$ cat src/rtl/kp_pkg.sv
// Shared definitions for the keypad receive path: decoder states, the idle
// row pattern and helpers that classify a synchronized row sample.
package kp_pkg;

   // Decoder states, from scanning through press and release debounce
   typedef enum logic [1:0] {
      SCANNING = 2'd0,
      DEBOUNCE = 2'd1,
      PRESSED  = 2'd2,
      RELEASE  = 2'd3
   } kp_state_e;

   // Row lines are active-low, so no key pressed reads as all ones
   localparam logic [3:0] ROWS_IDLE = 4'hF;

   // True when exactly one row line is pulled low; multi-row patterns are
   // ambiguous (possible ghosting) and are deliberately rejected.
   function automatic logic is_single(input logic [3:0] rows);
      logic single;
      case (rows)
         4'b1110, 4'b1101, 4'b1011, 4'b0111: single = 1'b1;
         default:                            single = 1'b0;
      endcase
      return single;
   endfunction

   // Position of the single low row line; only meaningful when is_single()
   function automatic logic [1:0] row_index(input logic [3:0] rows);
      logic [1:0] idx;
      case (rows)
         4'b1101: idx = 2'd1;
         4'b1011: idx = 2'd2;
         4'b0111: idx = 2'd3;
         default: idx = 2'd0;
      endcase
      return idx;
   endfunction

endpackage

$ cat src/rtl/kp_row_sync.sv
// Two-flop synchronizer for the four asynchronous keypad row lines.
// Resets to the idle pattern so a reset never looks like a key press.
module kp_row_sync
   import kp_pkg::*;
(
   input  logic       clk_i,
   input  logic       rst_i,
   input  logic [3:0] rows_i,
   output logic [3:0] rows_sync_o
);

   logic [3:0] stage1_q;
   logic [3:0] stage2_q;

   // Two back-to-back registers give the first stage time to resolve metastability
   always_ff @(posedge clk_i) begin
      if (rst_i) begin
         stage1_q <= ROWS_IDLE;
         stage2_q <= ROWS_IDLE;
      end else begin
         stage1_q <= rows_i;
         stage2_q <= stage1_q;
      end
   end

   assign rows_sync_o = stage2_q;

endmodule

$ cat src/rtl/kp_decode.sv
// Keypad receive side: samples the row lines for the column the scanner is
// driving, freezes the scanner on a pressed key, debounces press and release
// and reports a key code with a one-cycle strobe and a held level.
// Optional auto-repeat while a key stays held is built when KP_REPEAT_EN is
// defined; without it each press yields exactly one KEY_VALID.
module kp_decode
   import kp_pkg::*;
#(
   parameter int DEBOUNCE_CYCLES = 16,
   parameter int SCAN_DWELL      = 4
`ifdef KP_REPEAT_EN
   ,
   parameter int REPEAT_DELAY    = 500,
   parameter int REPEAT_PERIOD   = 100
`endif
) (
   input  logic       CLK,
   input  logic       RST,
   input  logic [3:0] ROWS,
   input  logic [1:0] COUNT,
   output logic       SCAN_EN,
   output logic [3:0] KEY,
   output logic       KEY_VALID,
   output logic       KEY_HELD
);

   localparam int DW_W = $clog2(SCAN_DWELL);
   localparam int DB_W = $clog2(DEBOUNCE_CYCLES + 1);

   localparam logic [DW_W-1:0] DWELL_LAST = DW_W'(SCAN_DWELL - 1);
   localparam logic [DB_W-1:0] DB_LAST    = DB_W'(DEBOUNCE_CYCLES - 1);

   kp_state_e       state_q,   state_d;
   logic [DW_W-1:0] dwellCnt_q, dwellCnt_d;
   logic [DB_W-1:0] dbCnt_q,   dbCnt_d;
   logic [3:0]      pattern_q, pattern_d;
   logic [3:0]      code_q,    code_d;
   logic [3:0]      key_q,     key_d;
   logic            valid_q,   valid_d;
   logic            held_q,    held_d;

   logic [3:0]      rowsSync;
   logic            rowsSingle;
   logic            rowsIdle;
   logic            rowsMatch;
   logic            dwellEnd;
   logic            repeatFire;

   kp_row_sync u_row_sync (
      .clk_i       (CLK),
      .rst_i       (RST),
      .rows_i      (ROWS),
      .rows_sync_o (rowsSync)
   );

   assign rowsSingle = is_single(rowsSync);
   assign rowsIdle   = (rowsSync == ROWS_IDLE);
   assign rowsMatch  = (rowsSync == pattern_q);
   assign dwellEnd   = (dwellCnt_q == DWELL_LAST);

`ifdef KP_REPEAT_EN
   localparam int RP_MAX = (REPEAT_DELAY > REPEAT_PERIOD) ? REPEAT_DELAY : REPEAT_PERIOD;
   localparam int RP_W   = $clog2(RP_MAX + 1);

   logic [RP_W-1:0] repCnt_q,   repCnt_d;
   logic            repPhase_q, repPhase_d;
   logic [RP_W-1:0] repLimit;
   logic            inHold;

   assign repLimit = repPhase_q ? RP_W'(REPEAT_PERIOD - 1) : RP_W'(REPEAT_DELAY - 1);
   assign inHold   = (state_q == PRESSED) && !rowsIdle;

   // Holding the key first waits the initial delay, then repeats at the period;
   // the strobe is suppressed if it would land right after another strobe
   assign repeatFire = inHold && (repCnt_q == repLimit) && !valid_q;

   // Repeat timer only advances while the key sits in PRESSED and restarts otherwise
   always_comb begin
      repCnt_d   = repCnt_q;
      repPhase_d = repPhase_q;
      if (!inHold) begin
         repCnt_d   = '0;
         repPhase_d = 1'b0;
      end else if (repCnt_q == repLimit) begin
         repCnt_d   = '0;
         repPhase_d = 1'b1;
      end else begin
         repCnt_d   = repCnt_q + RP_W'(1);
      end
   end

   // Repeat timer registers
   always_ff @(posedge CLK) begin
      if (RST) begin
         repCnt_q   <= '0;
         repPhase_q <= 1'b0;
      end else begin
         repCnt_q   <= repCnt_d;
         repPhase_q <= repPhase_d;
      end
   end
`else
   assign repeatFire = 1'b0;
`endif

   // Next-state logic for the scan/debounce/press/release sequence
   always_comb begin
      state_d    = state_q;
      dwellCnt_d = dwellCnt_q;
      dbCnt_d    = dbCnt_q;
      pattern_d  = pattern_q;
      code_d     = code_q;
      key_d      = key_q;
      valid_d    = 1'b0;
      held_d     = held_q;

      case (state_q)
         SCANNING: begin
            if (dwellEnd) begin
               dwellCnt_d = '0;
               if (rowsSingle) begin
                  pattern_d = rowsSync;
                  code_d    = {COUNT, row_index(rowsSync)};
                  dbCnt_d   = '0;
                  state_d   = DEBOUNCE;
               end
            end else begin
               dwellCnt_d = dwellCnt_q + DW_W'(1);
            end
         end

         DEBOUNCE: begin
            if (rowsMatch) begin
               if (dbCnt_q == DB_LAST) begin
                  state_d = PRESSED;
                  key_d   = code_q;
                  valid_d = 1'b1;
                  held_d  = 1'b1;
               end else begin
                  dbCnt_d = dbCnt_q + DB_W'(1);
               end
            end else begin
               state_d    = SCANNING;
               dwellCnt_d = '0;
            end
         end

         PRESSED: begin
            if (rowsIdle) begin
               state_d = RELEASE;
               dbCnt_d = '0;
            end else if (repeatFire) begin
               valid_d = 1'b1;
            end
         end

         RELEASE: begin
            if (rowsIdle) begin
               if (dbCnt_q == DB_LAST) begin
                  state_d    = SCANNING;
                  held_d     = 1'b0;
                  dwellCnt_d = '0;
               end else begin
                  dbCnt_d = dbCnt_q + DB_W'(1);
               end
            end else if (rowsMatch) begin
               state_d = PRESSED;
            end else begin
               dbCnt_d = '0;
            end
         end

         default: begin
            state_d    = SCANNING;
            dwellCnt_d = '0;
         end
      endcase
   end

   // State and datapath registers with synchronous reset
   always_ff @(posedge CLK) begin
      if (RST) begin
         state_q    <= SCANNING;
         dwellCnt_q <= '0;
         dbCnt_q    <= '0;
         pattern_q  <= ROWS_IDLE;
         code_q     <= 4'h0;
         key_q      <= 4'h0;
         valid_q    <= 1'b0;
         held_q     <= 1'b0;
      end else begin
         state_q    <= state_d;
         dwellCnt_q <= dwellCnt_d;
         dbCnt_q    <= dbCnt_d;
         pattern_q  <= pattern_d;
         code_q     <= code_d;
         key_q      <= key_d;
         valid_q    <= valid_d;
         held_q     <= held_d;
      end
   end

   // The scanner advances only at the end of a dwell with no single key seen,
   // so it stays parked on the column of a key being debounced or held
   assign SCAN_EN   = (state_q == SCANNING) && dwellEnd && !rowsSingle && !RST;
   assign KEY       = key_q;
   assign KEY_VALID = valid_q;
   assign KEY_HELD  = held_q;

endmodule

$ cat config.mk
export PLATFORM = sky130hd
export DESIGN_NAME = kp_decode
export DESIGN_NICKNAME = d
export VERILOG_FILES = /design/src/rtl/kp_pkg.sv /design/src/rtl/kp_row_sync.sv /design/src/rtl/kp_decode.sv
export SDC_FILE = /design/constraint.sdc
export NUM_CORES = 1
export LEC_CHECK = 0
export BUFFER_PORTS_ARGS = -buffer_cell sky130_fd_sc_hd__buf_2
export CAP_MARGIN = 20
export CORE_ASPECT_RATIO = 1.2
export CORE_MARGIN = 2
export CORE_UTILIZATION = 50
export CTS_CLUSTER_SIZE = 10
export DETAILED_ROUTE_END_ITERATION = 8
export GPL_TIMING_DRIVEN = 0
export PLACE_DENSITY = 0.73
export SLEW_MARGIN = 10
export SYNTH_ARGS = -nofsm -noshare
export SYNTH_HDL_FRONTEND = slang
export SYNTH_SLANG_ARGS = --single-unit
$ cat constraint.sdc
create_clock -name CLK -period 2.05 [get_ports CLK]
set_clock_uncertainty 0.2 [all_clocks]
set_input_delay 0.41 -clock CLK [delete_from_list [all_inputs] [get_ports CLK]]
set_output_delay 0.41 -clock CLK [all_outputs]
set_load 0.05 [all_outputs]
======== After elaboration in Yosys (flattened, before gate mapping) ========
Cells that the tools add are included.
operators by class
  muxes and demuxes ....................... 29
  add/subtract/negate cells ............... 2
  equality and inequality tests ........... 23
  bitwise gates (word level) .............. 2
  reductions and logical operators ........ 16
operators with widths
  kind                                                             count
  5-bit 2-to-1 mux                                                 7
  2-bit 2-to-1 mux                                                 11
  5-bit case mux with 4 select lines                               1
  4-bit == test, second input constant                             4
  2-bit != test, second input constant                             8
  3-bit != test, second input constant                             4
  2-bit case mux with 3 select lines                               2
  5-bit AND reduction                                              2
  2-bit case mux with 4 select lines                               1
  2-bit == test, second input constant                             3
  1-bit 2-to-1 mux                                                 6
  3-bit AND reduction                                              2
  6-bit AND reduction                                              1
  5-bit by 1-bit adder with 5-bit output, second input constant    1
  5-bit by 4-bit == test with 1-bit output, second input constant  1
  4-bit by 3-bit == test with 1-bit output, second input constant  1
  4-bit == test                                                    1
  4-bit AND reduction                                              1
  4-bit OR reduction                                               1
  1-bit logical AND                                                3
  3-bit nonzero test                                               1
  3-bit OR reduction                                               1
  2-bit by 1-bit adder with 2-bit output, second input constant    1
  2-bit by 1-bit == test with 1-bit output, second input constant  1
  other kinds (5)                                                  7
word-level totals
  logic and storage cells ................. 82
  register bits ........................... 31

======== Depth between registers and ports, before layout ========
Gate-level depths: netlist of run 1.
  depth in word-level cells ............... 6
  mapped depth ............................ 6
  mapped depth without buffers ............ 6

======== Modules after synthesis ========
From an unflattened synthesis of run 1, not the netlist that was laid out.
second synthesis, totals
  cell total of the unflattened synthesis .. 162
  area total of the unflattened synthesis .. 1520.2 µm²
modules (own cells, without submodules)
  module       area an instance (µm²)  times used  seq. area each (µm²)  cells an instance
  kp_decode    1310.0                  1           460.4                 146
  kp_row_sync  210.2                   1           160.2                 16

======== Worst setup path before layout of run 1 ========
OpenSTA, ideal clock, no wires.
  kind .................................... flip-flop to output port
  start ................................... reg state_q[1]
  end ..................................... out SCAN_EN
  buffers on the path ..................... 2
  setup slack ............................. -0.798 ns
  stages on the path, launching flop included .. 5
  data required time ...................... 1.440 ns
  arrival time ............................ 2.238 ns
  cell sequence ........................... dfxtp_1 -> clkbuf_1 -> nor3b_1 -> clkbuf_1 -> nor3b_1
between the ends
  word-level cells in the longest chain between the ends .. 4
ends and longest elaborated chain
  item                            line              source
  start: declaration              kp_decode.sv:33   kp_state_e state_q, state_d;
  start signal: assignment        kp_decode.sv:192  state_q <= state_d;
  2-bit zero test                 kp_decode.sv:205  assign SCAN_EN = (state_q == SCANNING) && dwellEnd && !rowsSingle && !RST;
  1-bit logical AND (3 in a row)  kp_decode.sv:205
  end: declaration                kp_decode.sv:21   output logic SCAN_EN,
No other way between the ends.

======== Worst setup path after layout of run 1 ========
  start ................................... reg u_row_sync.stage2_q[1] (netlist: u_row_sync.rows_sync_o[1])
  end ..................................... reg dbCnt_q[3]
between the ends
  word-level cells in the longest chain between the ends .. 5
ends and longest elaborated chain
  item                                                                       line               source
  start: declaration                                                         kp_row_sync.sv:13  logic [3:0] stage2_q;
  start signal: assignment                                                   kp_row_sync.sv:22  stage2_q <= stage1_q;
  4-bit by 3-bit == test with 1-bit output or 4-bit == test (tied branches)  kp_pkg.sv:20       case (rows)
  4-bit OR reduction                                                         kp_pkg.sv:20
  1-bit 2-to-1 mux                                                           kp_pkg.sv:20
  2-bit != test (no source line)                                             -
  5-bit AND reduction (no source line)                                       -
  end signal: assignment                                                     kp_decode.sv:194   dbCnt_q <= dbCnt_d;
  end: declaration                                                           kp_decode.sv:35    logic [DB_W-1:0] dbCnt_q, dbCnt_d;
Several ways; a longest one is shown, not always the timed one.
A chain may end at the register's enable or synchronous reset.

==> reports/metrics.csv, run 1 <==
metric;value;unit
synthMuxAreaShare;0.0615;
drive_above_1_share;0.364;
post-route-util;0.658;
cp-start-kind;flop;
postCtsHoldBufs;0;
viasPerCell;5.69;
syn_area;1460;um2
postRouteAntennaNets;0;
wire_per_inst;14.2;um
grt_pass1_wl;4960;um
async_flop_share;0;
clkSinkCount;31;
vias;1258;
setup_tns;-0.0963;ns
hold_violations;0;
ys_seq_area_frac;0.424;
die_area;3380;um2
path_class;reg2reg;
post_dp_cell_area;1590;um2
multiInputGateArea;870;um2
grt_pass1_vias;1171;
fin_crit_sh;1.02;
grtUsageMet3;0.0640;
synth_compound_area_frac;0.117;
setup_slack;-0.0363;ns
fp-row-count;21;
cts-root-buf;clkbuf_4;
fp.dieW;53.4;um
final_nets;196;
synth_edf_count;0;
antenna_found_initial;0;
register_area;636;um2
diodes;0;
worst_slew_pin_slew;0.465;ns
postSynthCellCount;157;
min_path_type;in2reg;
slew_viol_final;0;
drv_cap;0;
grt_use_met1;0.220;
synth_xor_area_frac;0.0598;
synth_adder_area_share;0.0171;
numCtsBuffers;5;
clk_pin_slew;0.10;ns
relSlewSlack;0.690;
initial_core_util;0.526;
synth_top_family_by_area;simple AND/OR/NAND/NOR gates;
worst-path-max-fanout;4;
required;2.09;ns
setup_violations;4;
synth_area_leaders;dfxtp_1 42%, mux2i_1 6.2%, xor2_1 4.8%, or2_2 3.8%, nand2_1 3.6%;
outcome;finished with violations;
ir_drop;0.495;mV
yosysTopAreaCellShare;0.424;
area_delta_synth_final;25.2;%
synth_top_area_cell;dfxtp_1;
crit_path_end_kind;flop;
ys.flop_type;dfxtp_1;
wl;3150;um
fmax;479;MHz
grt_max_degree;12;
synthSimpleGateAreaFrac;0.287;
synth.distinct_cells;41;
first_pass_iters;4;
yosysWarningCount;0;
dp_cells;205;
grt_overflow;0;
drt_iter0_drc;62;
violations;setup timing;
synth_fp_nets;167;
final_area;1830;um2
p_leak;0.751;nW
power;1.16;mW
dp_hpwl;1980;um
cts_max_level;2;
port_buffers;14;
final_cells;221;
grtUsageMet2;0.340;
core;2790;um2
drc;0;
grtUsageTotal;0.198;
synth.avg_cell_area;9.32;um2
cp.arrival;2.12;ns
dieHeight;63.3;um
fin_crit;2.09;ns
ios;15;
gp_congestion;0.740;
synth_seq_cells;31;
grt-busiest-layer;met2;
cts_tree;built;
clk_latency;0.34;ns
p_per_area;631;nW/um2
n_fill_cell;231;
grt_setup_unrepaired;true;
cts_buffer_depth;2;
Yosys cell counts (all sizes together), types with 2 or more instances:
cell / instances
nand3: 7
ha: 2
and3: 2
nor2: 14
o21a: 2
buf: 4
a41o: 2
nand3b: 3
a41oi: 2
nand2: 15
or2: 9
xnor2: 2
nor2b: 4
a211o: 2
nand2b: 3
a21oi: 4
nor3: 2
dfxtp: 31
xor2: 8
a311oi: 3
nand4b: 4
nor3b: 4
clkbuf: 5
inv: 2
mux2i: 9
worst max-delay path, cell delays in order (launching register included):
cell and delay, ns:
dfxtp_4 0.38, xor2_1 0.16, nor4_4 0.42, mux2i_2 0.41
a311oi_2 0.16, a211o_1 0.25
metrics by stage:
| stage | setup slack, ns | hold WS, ns |
|---|---|---|
| 3_5_place_dp | -0.0526 | 0.201 |
| 4_1_cts | -0.115 | 0.0483 |
| 6_report | -0.0363 | 0.0551 |
| 3_3_place_gp | -0.0376 | 0.194 |
| 2_1_floorplan | 0.0179 | 0.189 |
| 5_1_grt | -0.124 | 0.0423 |
kinds of logic (layout without fill, tap and decap cells):
| logic type | after synthesis | in the layout |
|---|---|---|
| compound gates | 22 | 22 |
| xor+xnor | 10 | 10 |
| fa+ha+maj | 2 | 2 |
| buf+inv | 11 | 41 |
| flops | 31 | 31 |
| mux | 9 | 9 |
| simple gates | 72 | 72 |
final cells by class:
class / instances / share of cell area
inverter: 2 / 0.00410
tap: 34 / 0.0232
sequential: 31 / 0.347
clock inverter: 3 / 0.0109
multi-input combinational: 115 / 0.474
timing repair buffer: 24 / 0.0894
clock buffer: 5 / 0.0205
buffer: 7 / 0.0307
per-layer routing:
metal / share of wire / wire length (um)
met4: 0.025 / 78
met2: 0.51 / 1600
met3: 0.054 / 169
met1: 0.41 / 1300
met5: 0 / 0
state kept, by name, summed over array words and instances (netlist names), 2 cells and up:
name and flops:
code_q 4, u_row_sync.stage1_q 4, dwellCnt_q 2, pattern_q 4, dbCnt_q 5, state_q 2
u_row_sync.rows_sync_o 4, KEY 4
placed cells by master (no fill, tap or decap), drive strengths merged, types with 2 or more instances in the layout:
master    instances
xnor2             2
a21oi             4
mux2i             9
nor2b             4
a41oi             2
and3              2
ha                2
nor3              2
nand2b            3
dfxtp            31
nand3             7
xor2              8
clkbuf            8
o21a              2
inv               2
nor2             14
nand2            15
nand4b            4
a211o             2
a41o              2
buf              28
clkinvlp          2
nand3b            3
or2               9
nor3b             4
a311oi            3
timing repair:
action	4_1_cts	5_1_grt
resized for setup	14	18
setup buffers	4	6
endpoints found under the setup margin	7	13
pin swaps	2	7
path summary, 6_finish.rpt:
check | from | to | slack, ns | cells after the start
worst min register to register | u_row_sync.stage1_q[1] | u_row_sync.rows_sync_o[1] | 0.20 | 1
worst max register to register | u_row_sync.rows_sync_o[1] | dbCnt_q[3] | -0.04 | 5
worst min-delay path | ROWS[1] | u_row_sync.stage1_q[1] | 0.06 | 2
worst max-delay path | u_row_sync.rows_sync_o[1] | dbCnt_q[3] | -0.04 | 5
power breakdown:
part | leakage (nW) | internal [mW] | switching [mW] | total [mW]
Combinational | 0.470 | 0.0866 | 0.0798 | 0.166
Sequential | 0.254 | 0.621 | 0.0161 | 0.637
Clock | 0.0272 | 0.131 | 0.223 | 0.353
Total | 0.751 | 0.838 | 0.319 | 1.16
Power figures use the tool's default switching activity.
==> run 2, diff against run 1 <==
Settings changed: BUFFER_PORTS_ARGS -buffer_cell sky130_fd_sc_hd__buf_2 to unset, DONT_BUFFER_PORTS set to 1, HOLD_SLACK_MARGIN set to 0.1, PLACE_DENSITY 0.73 to 0.69.
==> run 2 against run 1 <==
  * The flow still finishes with violations (setup timing)
  * Critical path depth down 1
  * Die area unchanged
  * Global-route usage down 0.85 points
  * Hold slack better by 0.065 ns
  * Design area up 0.41%
  * Critical path type is now reg2out
  * Largest power group unchanged
  * First-iteration DRC count down 34%
  * Wire length down 6.7%
  * Combinational power up 4%
  * Cell count down 2.7%
  * Clock-buffer cell count unchanged
  * Fmax down 9.6%
  * Clock power about the same
  * Critical endpoint is now SCAN_EN
==> reports/metrics.csv, run 2 (synthesis results as in run 1) <==
metric;value;unit
grt_max_degree;12;
grtUsageTotal;0.189;
slew_viol_final;0;
initial_core_util;0.526;
grt_pass1_wl;4710;um
die_area;3380;um2
drive_above_1_share;0.304;
cts_buffer_depth;2;
violations;setup timing;
clk_latency;0.34;ns
r2r_slack;-0.01;ns
grt_setup_unrepaired;true;
port_buffers;0;
layout_commonest_cell;dfxtp_1;
fp-row-count;21;
vias;1189;
cp-start-kind;flop;
dieHeight;63.3;um
drt_iter0_drc;41;
wl;2940;um
fmax;433;MHz
dp_hpwl;1940;um
cts-root-buf;clkbuf_4;
final_nets;190;
grt_overflow;0;
path_class;reg2out;
relSlewSlack;0.625;
hold_violations;0;
area_delta_synth_final;25.7;%
diodes;0;
cp.arrival;1.70;ns
viasPerCell;5.53;
first_pass_iters;4;
p_leak;0.712;nW
outcome;finished with violations;
postRouteAntennaNets;0;
regMostFlops;dbCnt_q;
cts_tree;built;
wire_per_inst;13.7;um
final_cell_mix;23 x dfxtp_1, 14 x nand2_1, 14 x nor2_1;
fin_crit;2.31;ns
gp_congestion;0.736;
clk_pin_slew;0.10;ns
post_dp_cell_area;1520;um2
drc;0;
cts_max_level;2;
antenna_found_initial;0;
setup_slack;-0.258;ns
worst_slew_pin_slew;0.562;ns
crit_path_end_kind;primary output;
worst-path-max-fanout;2;
setup_tns;-0.263;ns
final_cells;215;
min_path_type;in2reg;
ir_drop;0.599;mV
core;2790;um2
grt_pass1_vias;1119;
clkSinkCount;31;
ios;15;
p_per_area;632;nW/um2
final_area;1840;um2
required;1.44;ns
drv_cap;0;
numCtsBuffers;5;
fin_crit_sh;1.13;
largest_reg_flops;5;
dp_cells;191;
fp.dieW;53.4;um
setup_violations;2;
[run 2: changes by cell type in the layout (fill, tap and decap cells not counted), sizes merged]
cell / before / now
buf: 28 / 13
clkbuf: 8 / 9
dlygate4sd3: 0 / 8
[run 2: critical path, stage by stage (launching register included)]
cell      delay (ns)
dfxtp_2         0.37
ha_4            0.13
nor3b_4         0.20
clkbuf_8        0.16
nor3b_4         0.50
[run 2: metrics by stage]
step | total power [mW] | hold slack, ns | utilization | worst slack, ns
after floorplan | 0.747 | 0.189 | - | 0.0179
after global placement | 0.762 | 0.194 | 0.547 | -0.126
after detailed placement | 0.769 | 0.192 | 0.547 | -0.126
after CTS | 1.15 | 0.116 | 0.623 | -0.292
after global routing | 1.22 | 0.135 | 0.661 | -0.319
final | 1.16 | 0.121 | 0.661 | -0.258
[run 2: path summary, 6_finish.rpt]
check	startpoint	to	cells past startpoint
min	RST	dbCnt_q[3]	2
min reg2reg	u_row_sync.stage1_q[2]	u_row_sync.rows_sync_o[2]	1
max	dwellCnt_q[0]	SCAN_EN	4
max reg2reg	pattern_q[1]	dbCnt_q[2]	6
[run 2: what timing repair did]
action,CTS,global route
endpoints found under the hold margin,7,1
pin swaps,3,5
gates resized for setup,10,19
setup buffers,5,4
setup endpoints to repair,8,10
hold buffers,7,1
[run 2: area by class of cell]
class,count,area [um2]
flip-flops and latches,31,631
well taps,34,42.5
inverters,2,7.51
repair buffers,17,160
clock buffers,5,37.5
clock inverters,3,20.0
fillers,239,945
multi-input cells,115,883
plain buffers,8,58.8
[run 2: report_power, final]
group          leakage, nW  total [mW]  internal (mW)  switching, mW
Sequential           0.253       0.639          0.623         0.0160
Clock               0.0272       0.351          0.131          0.220
Combinational        0.432       0.173         0.0950         0.0781
[run 2: layer usage]
layer / GRT usage / vias up / wire length, um
li1: - / 600 / -
met1: 0.222 / 565 / 1270
met2: 0.306 / 20 / 1520
met3: 0.0640 / 4 / 103
met4: 0.0801 / 0 / 44
met5: 0 / - / 0
==> run 3, diff against run 2 <==
--- a/config.mk
+++ b/config.mk
@@ -6,14 +6,14 @@
 export NUM_CORES = 1
 export LEC_CHECK = 0
+export BUFFER_PORTS_ARGS = -buffer_cell sky130_fd_sc_hd__buf_2
 export CAP_MARGIN = 20
-export CORE_ASPECT_RATIO = 1.2
+export CORE_ASPECT_RATIO = 0.75
 export CORE_MARGIN = 2
 export CORE_UTILIZATION = 50
 export CTS_CLUSTER_SIZE = 10
 export DETAILED_ROUTE_END_ITERATION = 8
-export DONT_BUFFER_PORTS = 1
 export GPL_TIMING_DRIVEN = 0
 export HOLD_SLACK_MARGIN = 0.1
-export PLACE_DENSITY = 0.69
+export PLACE_DENSITY = 0.73
 export SLEW_MARGIN = 10
 export SYNTH_ARGS = -nofsm -noshare
==> constraint.sdc (replaced) <==
create_clock -name CLK -period 2.05 [get_ports CLK]
set_clock_uncertainty 0.2 [all_clocks]
set_input_delay 0.3075 -clock CLK [delete_from_list [all_inputs] [get_ports CLK]]
set_output_delay 0.3075 -clock CLK [all_outputs]
set_load 0.05 [all_outputs]
==> run 3 against run 2 <==
  * The flow still finishes with violations (setup timing)
  * Register-to-register slack hardly changed
  * Clock-buffer cell count stayed put
  * Hold slack better by 0.035 ns
  * Critical endpoint unchanged
  * Worst setup slack better by 0.23 ns
  * Non-clock buffer count is 12 higher
  * Combinational power is 6% higher
  * Total power is 23% higher
  * Critical path type unchanged
  * Clock power is 72% higher
  * Design area is 6.0% higher
  * Critical path depth is 1 higher
  * Sequential cell count stayed put
  * Sequential share of layout area is 2.0 points lower
==> reports/metrics.csv, run 3 (synthesis results as in run 1) <==
metric;value;unit
cts_max_level;2;
multiInputGateArea;885;um2
largest_reg_flops;5;
die_area;3380;um2
register_area;631;um2
p_leak;0.810;nW
dp_hpwl;2010;um
p_per_area;730;nW/um2
fp.dieW;66.5;um
slew_viol_final;0;
drive_above_1_share;0.342;
cts_tree;built;
hold_ws;0.155;ns
dp_cells;207;
clk_pin_slew;0.07;ns
final_cell_mix;25 x dfxtp_1, 14 x nand2_1, 14 x nor2_1;
relSlewSlack;0.663;
crit_path_end_kind;primary output;
fmax;481;MHz
ios;15;
core;2700;um2
grt_overflow;0;
grtUsageTotal;0.215;
initial_core_util;0.542;
fp-row-count;16;
antenna_found_initial;0;
diodes;0;
wire_per_inst;15.0;um
drv_cap;0;
wl;3440;um
clk_latency;0.29;ns
clkSinkCount;31;
required;1.54;ns
slowest_delay;0.45;ns
drt_iter0_drc;139;
worst_slew_pin_slew;0.506;ns
cp-start-kind;flop;
vias;1293;
cts_buffer_depth;2;
fin_crit_sh;1.01;
path_class;reg2out;
fin_crit;2.08;ns
outcome;finished with violations;
ir_drop;0.588;mV
setup_slack;-0.0299;ns
cp.arrival;1.57;ns
violations;setup timing;
regMostFlops;dbCnt_q;
hold_violations;0;
dieHeight;50.9;um
area_delta_synth_final;33.3;%
postRouteAntennaNets;0;
grt_pass1_vias;1204;
n_fill_cell;197;
cts-root-buf;clkbuf_8;
cp_cell_sequence;buf_4, nand4b_1, o211ai_4, nor3b_4, buf_6;
grt_setup_unrepaired;true;
gp_congestion;0.812;
grt_max_degree;12;
post_dp_cell_area;1590;um2
cpMaxStageDelayCell;dfxtp_1;
layout_commonest_cell;dfxtp_1;
final_nets;202;
setup_violations;2;
port_buffers;14;
numCtsBuffers;5;
final_cells;229;
final_area;1950;um2
grt_pass1_wl;5380;um
worst-path-max-fanout;10;
drc;0;
viasPerCell;5.65;
min_path_type;in2reg;
first_pass_iters;4;
[run 3: changes by cell type in the layout (fill, tap and decap cells not counted), sizes merged]
cell / delta
buf: +15
dlygate4sd3: -2
clkbuf: -1
bufinv: +1
clkinv: +1
clkinvlp: -2
[run 3: path summary, 6_finish.rpt]
path | start | end | slack [ns] | cells after the start
setup / recovery | u_row_sync.rows_sync_o[2] | SCAN_EN | -0.03 | 5
hold / removal | RST | dbCnt_q[4] | 0.16 | 3
setup reg to reg | u_row_sync.rows_sync_o[3] | dbCnt_q[2] | -0.01 | 7
hold reg to reg | u_row_sync.stage1_q[0] | u_row_sync.rows_sync_o[0] | 0.21 | 1
[run 3: metrics by stage]
stage                     setup WS (ns)  setup TNS (ns)  power (mW)   util
final                           -0.0299         -0.0420        1.42  0.722
after global routing            -0.0977          -0.313        1.48  0.722
after CTS                       -0.0300         -0.0326        1.39  0.673
after detailed placement         -0.112          -0.294       0.777  0.589
after global placement          -0.0744          -0.139       0.771  0.589
after floorplan                  0.0366               0       0.746      -
[run 3: worst max-delay path, delay by kind of cell (launching register included)]
family	cells	cell delay, ns
compound gates	1	0.20
buf+inv	2	0.39
simple gates	2	0.25
flops	1	0.45
[run 3: area by class of cell]
class                      instances  share of cell area
inverter                           2             0.00385
clock inverter                     3              0.0224
clock buffer                       5              0.0353
buffer                             8              0.0327
sequential                        31               0.323
tap                               36              0.0231
multi-input combinational        115               0.453
timing repair buffer              29               0.106
[run 3: where the power goes]
part           internal, mW  switching (mW)  total, mW  leakage [nW]
combinational        0.0958          0.0867      0.183         0.498
clock                 0.361           0.242      0.603        0.0581
sequential            0.623          0.0163      0.639         0.254
[run 3: what timing repair did]
| action | in CTS | in global routing |
|---|---|---|
| setup endpoints to repair | 8 | 14 |
| hold buffers | 6 | 0 |
| pin swaps | 2 | 7 |
| gates resized for setup | 10 | 24 |
| endpoints found under the hold margin | 6 | 0 |
| setup buffers | 3 | 6 |
| gates cloned | 0 | 0 |
[run 3: layer usage]
| layer | share of wire | track usage |
|---|---|---|
| met1 | 0.46 | 0.279 |
| met2 | 0.47 | 0.327 |
| met3 | 0.055 | 0.0793 |
| met4 | 0.020 | 0.0782 |
| met5 | 0 | 0 |
